[src/rtl/key_display_mux.sv]
// Two-key history (newest right, previous left) driven onto a multiplexed
// common-anode dual seven-segment display with blanking between digit phases.
module key_display_mux #(
  parameter int unsigned REFRESH = 24000,
  parameter int unsigned BLANK   = 64
) (
  input  logic       clk,
  input  logic       reset,
  input  logic [3:0] value,
  input  logic       enable,
  output logic [6:0] seg,
  output logic [1:0] an,
  output logic [3:0] digit_new,
  output logic [3:0] digit_old
);

  localparam int unsigned CW = $clog2(REFRESH);
  localparam logic [CW-1:0] BLANK_END  = CW'(BLANK - 1);
  localparam logic [CW-1:0] ACTIVE_END = CW'(REFRESH - BLANK - 1);

  typedef enum logic [1:0] {
    RB = 2'd0,
    RA = 2'd1,
    LB = 2'd2,
    LA = 2'd3
  } state_t;

  state_t        state;
  logic [CW-1:0] cnt;
  logic          enable_q;
  logic          accept_c;
  logic          phase_end_c;

  // Active-low segments {g,f,e,d,c,b,a}.
  function automatic logic [6:0] dec(input logic [3:0] d);
    logic [6:0] s;
    case (d)
      4'h0: s = 7'h40;
      4'h1: s = 7'h79;
      4'h2: s = 7'h24;
      4'h3: s = 7'h30;
      4'h4: s = 7'h19;
      4'h5: s = 7'h12;
      4'h6: s = 7'h02;
      4'h7: s = 7'h78;
      4'h8: s = 7'h00;
      4'h9: s = 7'h10;
      4'hA: s = 7'h08;
      4'hB: s = 7'h03;
      4'hC: s = 7'h46;
      4'hD: s = 7'h21;
      4'hE: s = 7'h06;
      default: s = 7'h0E;
    endcase
    return s;
  endfunction

  // A held strobe captures only once.
  assign accept_c = enable & ~enable_q;

  always_comb begin
    phase_end_c = 1'b0;
    case (state)
      RB, LB:  phase_end_c = (cnt == BLANK_END);
      default: phase_end_c = (cnt == ACTIVE_END);
    endcase
  end

  always_ff @(posedge clk) begin
    if (!reset) begin
      state     <= RB;
      cnt       <= '0;
      enable_q  <= 1'b0;
      digit_new <= 4'h0;
      digit_old <= 4'h0;
      an        <= 2'b11;
      seg       <= 7'h7F;
    end else begin
      enable_q <= enable;
      if (accept_c) begin
        digit_old <= digit_new;
        digit_new <= value;
      end

      if (phase_end_c) begin
        cnt <= '0;
        case (state)
          RB:      state <= RA;
          RA:      state <= LB;
          LB:      state <= LA;
          default: state <= RB;
        endcase
      end else begin
        cnt <= cnt + CW'(1);
      end

      // Outputs follow the current state, one cycle behind it.
      case (state)
        RA: begin
          an  <= 2'b10;
          seg <= dec(digit_new);
        end
        LA: begin
          an  <= 2'b01;
          seg <= dec(digit_old);
        end
        default: begin
          an  <= 2'b11;
          seg <= 7'h7F;
        end
      endcase
    end
  end

endmodule
[config.mk]
export PLATFORM = sky130hd
export DESIGN_NAME = key_display_mux
export DESIGN_NICKNAME = d
export VERILOG_FILES = /design/src/rtl/key_display_mux.sv
export SDC_FILE = /design/constraint.sdc
export NUM_CORES = 1
export LEC_CHECK = 0
export ABC_AREA = 0
export CORE_MARGIN = 10
export CORE_UTILIZATION = 62
export DETAILED_ROUTE_END_ITERATION = 8
export DONT_BUFFER_PORTS = 1
export GPL_ROUTABILITY_DRIVEN = 0
export GPL_TIMING_DRIVEN = 0
export PLACE_DENSITY = 0.86
export SYNTH_ARGS = -nofsm -noshare
export SYNTH_HDL_FRONTEND = slang
export SYNTH_SLANG_ARGS = --single-unit
[constraint.sdc]
create_clock -name clk -period 2.4 [get_ports clk]
set_clock_uncertainty 0.05 [all_clocks]
set_input_delay 0.24 -clock clk [delete_from_list [all_inputs] [get_ports clk]]
set_output_delay 0.24 -clock clk [all_outputs]
set_load 0.03 [all_outputs]
=== Yosys cells after proc, flatten, opt, wreduce, memory -nomap -nowiden ===
Memory sizes are Yosys's and may differ from the RTL's. A register that Yosys moved wholly into a read port is not among the register bits.
Index checks and enable logic that the tools add are counted.

* Memories kept: 2
* ROM bits: 224
* Output and inout bits: 17
* Input bits: 7
* Register bits after elaboration: 35
* Word-level logic and storage cells: 29

* Add/sub/neg operators: 1
* Equal/unequal tests: 5
* Multiplexer cells: 8
* Reductions and logical operators: 3
* Bitwise operators: 3

{| class="wikitable"
|+ Memory list
! memory !! depth !! width !! read ports !! clocked after Yosys merged registers in !! write ports !! line !! text
|-
| (name not given) || 16 || 7 || 1 || 1 || 0 || 37 || <nowiki>case (d)</nowiki>
|-
| (name not given) || 16 || 7 || 1 || 1 || 0 || 37 ||
|}

{| class="wikitable"
|+ Operators by type and width
! cell !! number
|-
| two-way mux 4 bit || 4
|-
| adder 15 x 1 -> 15 bit, second input constant || 1
|-
| == test 15 bit, second input constant || 1
|-
| == test 15 x 6 -> 1 bit, second input constant || 1
|-
| case mux 7 bit (2 select lines) || 1
|-
| case mux 2 bit (3 select lines) || 1
|-
| == test 2 bit, second input constant || 2
|-
| case mux 2 bit (2 select lines) || 1
|-
| OR reduction 2 bit || 2
|-
| == test 2 x 1 -> 1 bit, second input constant || 1
|-
| zero test 2 bit || 1
|-
| NOT 1 bit || 2
|-
| AND 1 bit || 1
|-
| two-way mux 1 bit || 1
|}

=== Logic depth before layout (Yosys ltp) ===
Gate-level depths: netlist of run 1.

* Depth after elaboration: 4
* Depth in mapped cells: 8
* Mapped depth without buffers: 7

=== Worst setup path after synthesis of run 1 ===
No wires, ideal clock.

* Kind: register -> register
* From: reg digit_new[0]
* To: reg (tool-made name)
* Setup slack: 556 ps
* Cell stages (with the launch flop): 7
* Library setup time: 117 ps
* Period minus slack after synthesis: 1844 ps
* Arrival time: 1677 ps
* Data required time: 2233 ps
* Cell sequence: dfxtp_1 nand2_1 mux2i_1 inv_1 ha_1 mux2i_1 a32o_1

{| class="wikitable"
|+ RTL lines
! what !! line !! text
|-
| from (decl) || 13 || <nowiki>output logic [3:0] digit_new,</nowiki>
|-
| from (signal assigned) || 82 || <nowiki>digit_new <= value;</nowiki>
|}

==> results of run 1 <==
[layout make-up]
| type | count | area, um2 | area share, % |
|---|---|---|---|
| clock inverters | 2 | 15.01 | 0.6064 |
| well taps | 48 | 60.06 | 2.425 |
| multi-input cells | 154 | 1220 | 49.27 |
| inverters | 12 | 45.04 | 1.819 |
| flip-flops and latches | 49 | 980.9 | 39.62 |
| plain buffers | 12 | 82.58 | 3.335 |
| clock buffers | 6 | 72.57 | 2.931 |
[metal layers]
layer	part of all wire (%)	up-vias	wire length, um	GRT usage (%)
li1	-	808	-	-
met1	47	742	2012	17.70
met2	43	37	1873	20.54
met3	8.1	7	349	5.298
met4	1.8	0	76	6.747
met5	0	-	0	0
[logic make-up after synthesis]
| logic type | after synthesis | synth area share, % |
|---|---|---|
| simple gates | 74 | 17.84 |
| flops | 49 | 42.13 |
| mux | 25 | 11.71 |
| buf+inv | 24 | 5.480 |
| compound gates | 23 | 8.061 |
| fa+ha+maj | 17 | 9.135 |
| xor+xnor | 15 | 5.642 |
[worst paths after layout]
kind | start | to | slack, ps | cells after the start
worst max register to register | digit_new[0]$_SDFFE_PN0N_ | flop | 170 | 6
worst min register to register | cnt[0]$_SDFF_PP0_ | cnt[0]$_SDFF_PP0_ | 410 | 1
worst max-delay path | digit_new[0]$_SDFFE_PN0N_ | flop | 170 | 6
worst min-delay path | enable | enable_q$_SDFF_PN0_ | 10 | 1
[metrics by stage]
step	setup WS, ps	hold WS, ps
6_report	166.4	12.52
5_1_grt	26.99	20.31
4_1_cts	190.9	4.221
3_5_place_dp	220.0	323.1
3_3_place_gp	332.3	322.0
2_1_floorplan	555.6	317.3
[cell usage in the layout (no fill, tap or decap), types with 3 or more instances in the layout]
master	instances
a221o_1	9
clkbuf_8	5
nand2_1	20
ha_1	17
inv_1	10
nor2_1	7
mux2i_1	21
nor3_1	6
dfxtp_1	49
buf_2	3
nand3_1	6
clkbuf_1	4
o22ai_1	6
nor2b_1	4
nor4_1	4
nor3b_1	14
xnor2_1	13
[power by group through the flow]
stage	Clock [mW]	Combinational (mW)	Sequential, mW
3_3_place_gp	0	0.118	0.888
4_1_cts	0.484	0.123	0.870
6_report	0.471	0.123	0.869
2_1_floorplan	0	0.101	0.883
3_5_place_dp	0	0.122	0.888
5_1_grt	0.515	0.137	0.874
==> metrics, run 1 <==
status finished, final reports clean; CP max stage delay 530 ps; Max Clk Rate 447.7 MHz; placed cell area 2389 um2; commonest cells in the netlist dfxtp_1, mux2i_1, nand2_1; # DRC 0; non-filler instance count after layout 283; pin count of the biggest net entering global routing 16; CTS Buf Count 5; mean number of vias per cell 5.633; total wire length 4311 um; Fillers 309; #FFs+latches synth 49; Power Density 591.1 nW/um2; post-synthesis async set-or-reset flop share 0%; Post-CTS Setup Inserts 0; slew margin rel. 60.17%; cts hold-fix bufs 0; Port-buffer cells 0; DIE AREA 6607 um2; Initial Util 64.08%; Antenna diodes 0; DR pass1 iterations 4; NetSw 359.1 uW; share of power burned in registers 59.4%; Die H 81.29 um; Root Buffer clkbuf_8; Max clock buf depth 2; Synth area leaders dfxtp_1, ha_1, mux2i_1; fin util 68.15%; Total GRT Usage 14.02%; TNS Setup 0 ps; ys flop type dfxtp_1; Yosys Warn Count 0; post-synthesis cell type count 41; required time of the critical path 2580 ps; FP Rows 22; worst hold path type input port to flop; Die Wd 81.29 um; Final nets 258; top-area cell type share of the netlist area 42.13%; Worst EP arrival 2420 ps; power share of the clock group 32.2%; Design Area, Final 2476 um2; Pleak 0.9093 nW; Final Setup Violations 0; Logic pwr share 8.4%; DRT iter0 DRCs 152; dpl cells 275; Syn Std Cell Area 2328 um2; critical path endpoint category flop; CTS Sinks 49; crit path cell chain nand2_1 > mux2i_1 > inv_1 > ha_1 > or3_1 > o21ai_0; Seq/Total Area, Yosys 42.13%; initial antenna violation count 0; most frequent cell after synthesis dfxtp_1; Max rail drop VDD 454.1 uV; CTS tree yes; Syn Nets 251; sw frac 24.54%; Reg clk slew, reported paths 90 ps; H-tree level count 2; syn avg cell area 10.26 um2; final antenna-violating net count 0; first-pass GRT wire length 7417 um; area leader, netlist dfxtp_1; Final Max Slew Viols 0; wire per inst 15.23 um; proportion of layout cells with a drive suffix above 1 11.06%; GRT Residual Overflow 0; Max Cap Viol 0; vias in the first global route 1563; Slew @ Worst Pin 580.8 ps; Int Pwr 1.104 mW; Final Hold Fails 0; post-cts gate resize count 0; Power, Total 1.464 mW; CP max stage cell dfxtp_1; Buffers & Inverters on Critical Path 1; delay-heaviest family, CP simple AND/OR/NAND/NOR gates; critical path class flop to flop; Worst setup SP type flop; clk_lat worst skew 300 ps; unrepaired setup endpoints after global routing no; core area 3633 um2; clock period minus worst slack 2234 ps; synthesis-to-finish area growth 6.340%; Final period util 93.07%; Post-synth EDFFs 0; Ports 24; Vias 1594; worst-path fanout max 6; Cells after Synth 227; Final HPWL DP 3104 um
Note: power is estimated with default switching activity, not from simulation.
==> run 2, diff against run 1 <==
==> constraint.sdc (replaced) <==
create_clock -name clk -period 2.4 [get_ports clk]
set_clock_uncertainty 0.05 [all_clocks]
set_input_delay 0.36 -clock clk [delete_from_list [all_inputs] [get_ports clk]]
set_output_delay 0.36 -clock clk [all_outputs]
set_load 0.03 [all_outputs]
==> results of run 2 <==
The final DEF is identical to that of run 1. Status: finished, final reports clean.
Among the figures that moved: setup slack after placement 220.0 ps -> 100.0 ps; hold slack 12.52 ps -> 132.5 ps
==> run 3, diff against run 2 <==
PLACE_DENSITY = not set   (was 0.86)
PLACE_DENSITY_LB_ADDON = 0.08   (was not set)
SLEW_MARGIN = 10   (was not set)
==> run 3 against run 2 <==
Compared with the run above:
- flip-flop and latch count stayed put
- power rose by 7.6%
- cell area up 1.1%
- sequential share of layout area shrank 0.44 points
==> metrics, run 3 (synthesis gave the netlist of run 1 again) <==
Worst setup SP type flop; critical path endpoint category flop; required time of the critical path 2540 ps; Fillers 286; Final HPWL DP 3366 um; Fin Hold WS 134.5 ps; pin count of the biggest net entering global routing 17; post-cts gate resize count 0; FP Rows 22; Initial Util 64.08%; Die H 81.29 um; Ports 24; Design Area, Final 2504 um2; most frequent cells in the layout dfxtp_1, mux2i_1, nand2_1, ha_1, nor3b_1; Max clock buf depth 2; CTS tree yes; placed cell area 2389 um2; status finished, final reports clean; Max Cap Viol 0; sw frac 23.10%; CTS Buf Count 5; total wire length 4375 um; Final Setup Violations 0; proportion of layout cells with a drive suffix above 1 11.49%; critical path class flop to flop; Final period util 90.11%; Max Clk Rate 462.4 MHz; Vias 1627; unrepaired setup endpoints after global routing no; delay-heaviest family, CP simple AND/OR/NAND/NOR gates; core area 3633 um2; Final Max Slew Viols 0; Post-CTS Setup Inserts 0; Worst EP arrival 2300 ps; Total GRT Usage 14.26%; slew margin rel. 65.53%; GRT Residual Overflow 0; Antenna diodes 0; crit path cell chain nor2b_4 > buf_8 > mux2i_1 > nor2b_1 > inv_1 > ha_1 > a221o_1; vias in the first global route 1588; first-pass GRT wire length 7479 um; Int Pwr 1.211 mW; worst hold path type input port to flop; final antenna-violating net count 0; CP max stage cell nor2b_1; Slew @ Worst Pin 502.6 ps; H-tree level count 2; CP max stage delay 470 ps; TNS Setup 0 ps; commonest non-fill, non-tap cell in the layout dfxtp_1; CTS Sinks 49; Power Density 628.9 nW/um2; Buffers & Inverters on Critical Path 2; Pleak 0.9262 nW; DRT iter0 DRCs 71; power share of the clock group 36.9%; DIE AREA 6607 um2; wire per inst 15.46 um; Port-buffer cells 0; Reg clk slew, reported paths 80 ps; Final Hold Fails 0; clock period minus worst slack 2163 ps; mean number of vias per cell 5.749; share of power burned in registers 55.2%; DR pass1 iterations 4; NetSw 363.8 uW; cts hold-fix bufs 0; worst-path fanout max 10; Final nets 258; Root Buffer clkbuf_8; initial antenna violation count 0; Die Wd 81.29 um; Power, Total 1.575 mW; synthesis-to-finish area growth 7.523%; Max rail drop VDD 407.2 uV; clk_lat worst skew 300 ps; Logic pwr share 7.9%; # DRC 0
-- run 3: changes by cell type in the layout (fill, tap and decap cells not counted) --
cell	delta
clkinvlp_4	-1
bufinv_16	+1
clkinv_4	+1
clkbuf_1	-1
-- run 3: final cells by class --
| type | instances | area, um2 | share of cell area, % |
|---|---|---|---|
| plain buffers | 12 | 82.58 | 3.298 |
| clock buffers | 5 | 68.82 | 2.749 |
| clock inverters | 3 | 46.29 | 1.849 |
| inverters | 12 | 45.04 | 1.799 |
| multi-input cells | 154 | 1220 | 48.73 |
| flip-flops and latches | 49 | 980.9 | 39.18 |
| well taps | 48 | 60.06 | 2.399 |
-- run 3: path summary, 6_finish.rpt --
kind | from | to | slack, ps | cells past startpoint
min reg2reg | flop | seg[2]$_SDFF_PN1_ | 410 | 1
min | enable | enable_q$_SDFF_PN0_ | 130 | 1
max | enable_q$_SDFF_PN0_ | flop | 240 | 7
max reg2reg | enable_q$_SDFF_PN0_ | flop | 240 | 7
-- run 3: worst reg2reg max path: stages (launching register included) --
cell and delay (ps):
dfxtp_1 330, nor2b_4 120, buf_8 160, mux2i_1 110, nor2b_1 470, inv_1 180
ha_1 300, a221o_1 330
-- run 3: power by group through the flow --
stage | logic [mW] | clock network [mW] | registers (mW)
finish | 0.124 | 0.581 | 0.870
global route | 0.138 | 0.628 | 0.873
CTS | 0.125 | 0.591 | 0.870
detailed placement | 0.123 | 0 | 0.889
global placement | 0.117 | 0 | 0.887
floorplan | 0.101 | 0 | 0.883
-- run 3: metrics by stage --
stage / worst slack, ps / utilization, % / instances
5_1_grt: 34.65 / 68.91 / 283
2_1_floorplan: 459.0 / - / 227
6_report: 237.4 / 68.91 / 283
3_5_place_dp: 129.1 / 65.74 / 275
4_1_cts: 232.1 / 68.91 / 283
3_3_place_gp: 224.0 / 65.74 / 275
-- run 3: layer usage --
| layer | GRT usage [%] | share of wire [%] | vias to the layer above |
|---|---|---|---|
| li1 | - | - | 807 |
| met1 | 17.22 | 45 | 781 |
| met2 | 22.27 | 47 | 33 |
| met3 | 6.181 | 7.3 | 6 |
| met4 | 4.671 | 1.2 | 0 |
| met5 | 0 | 0 | - |
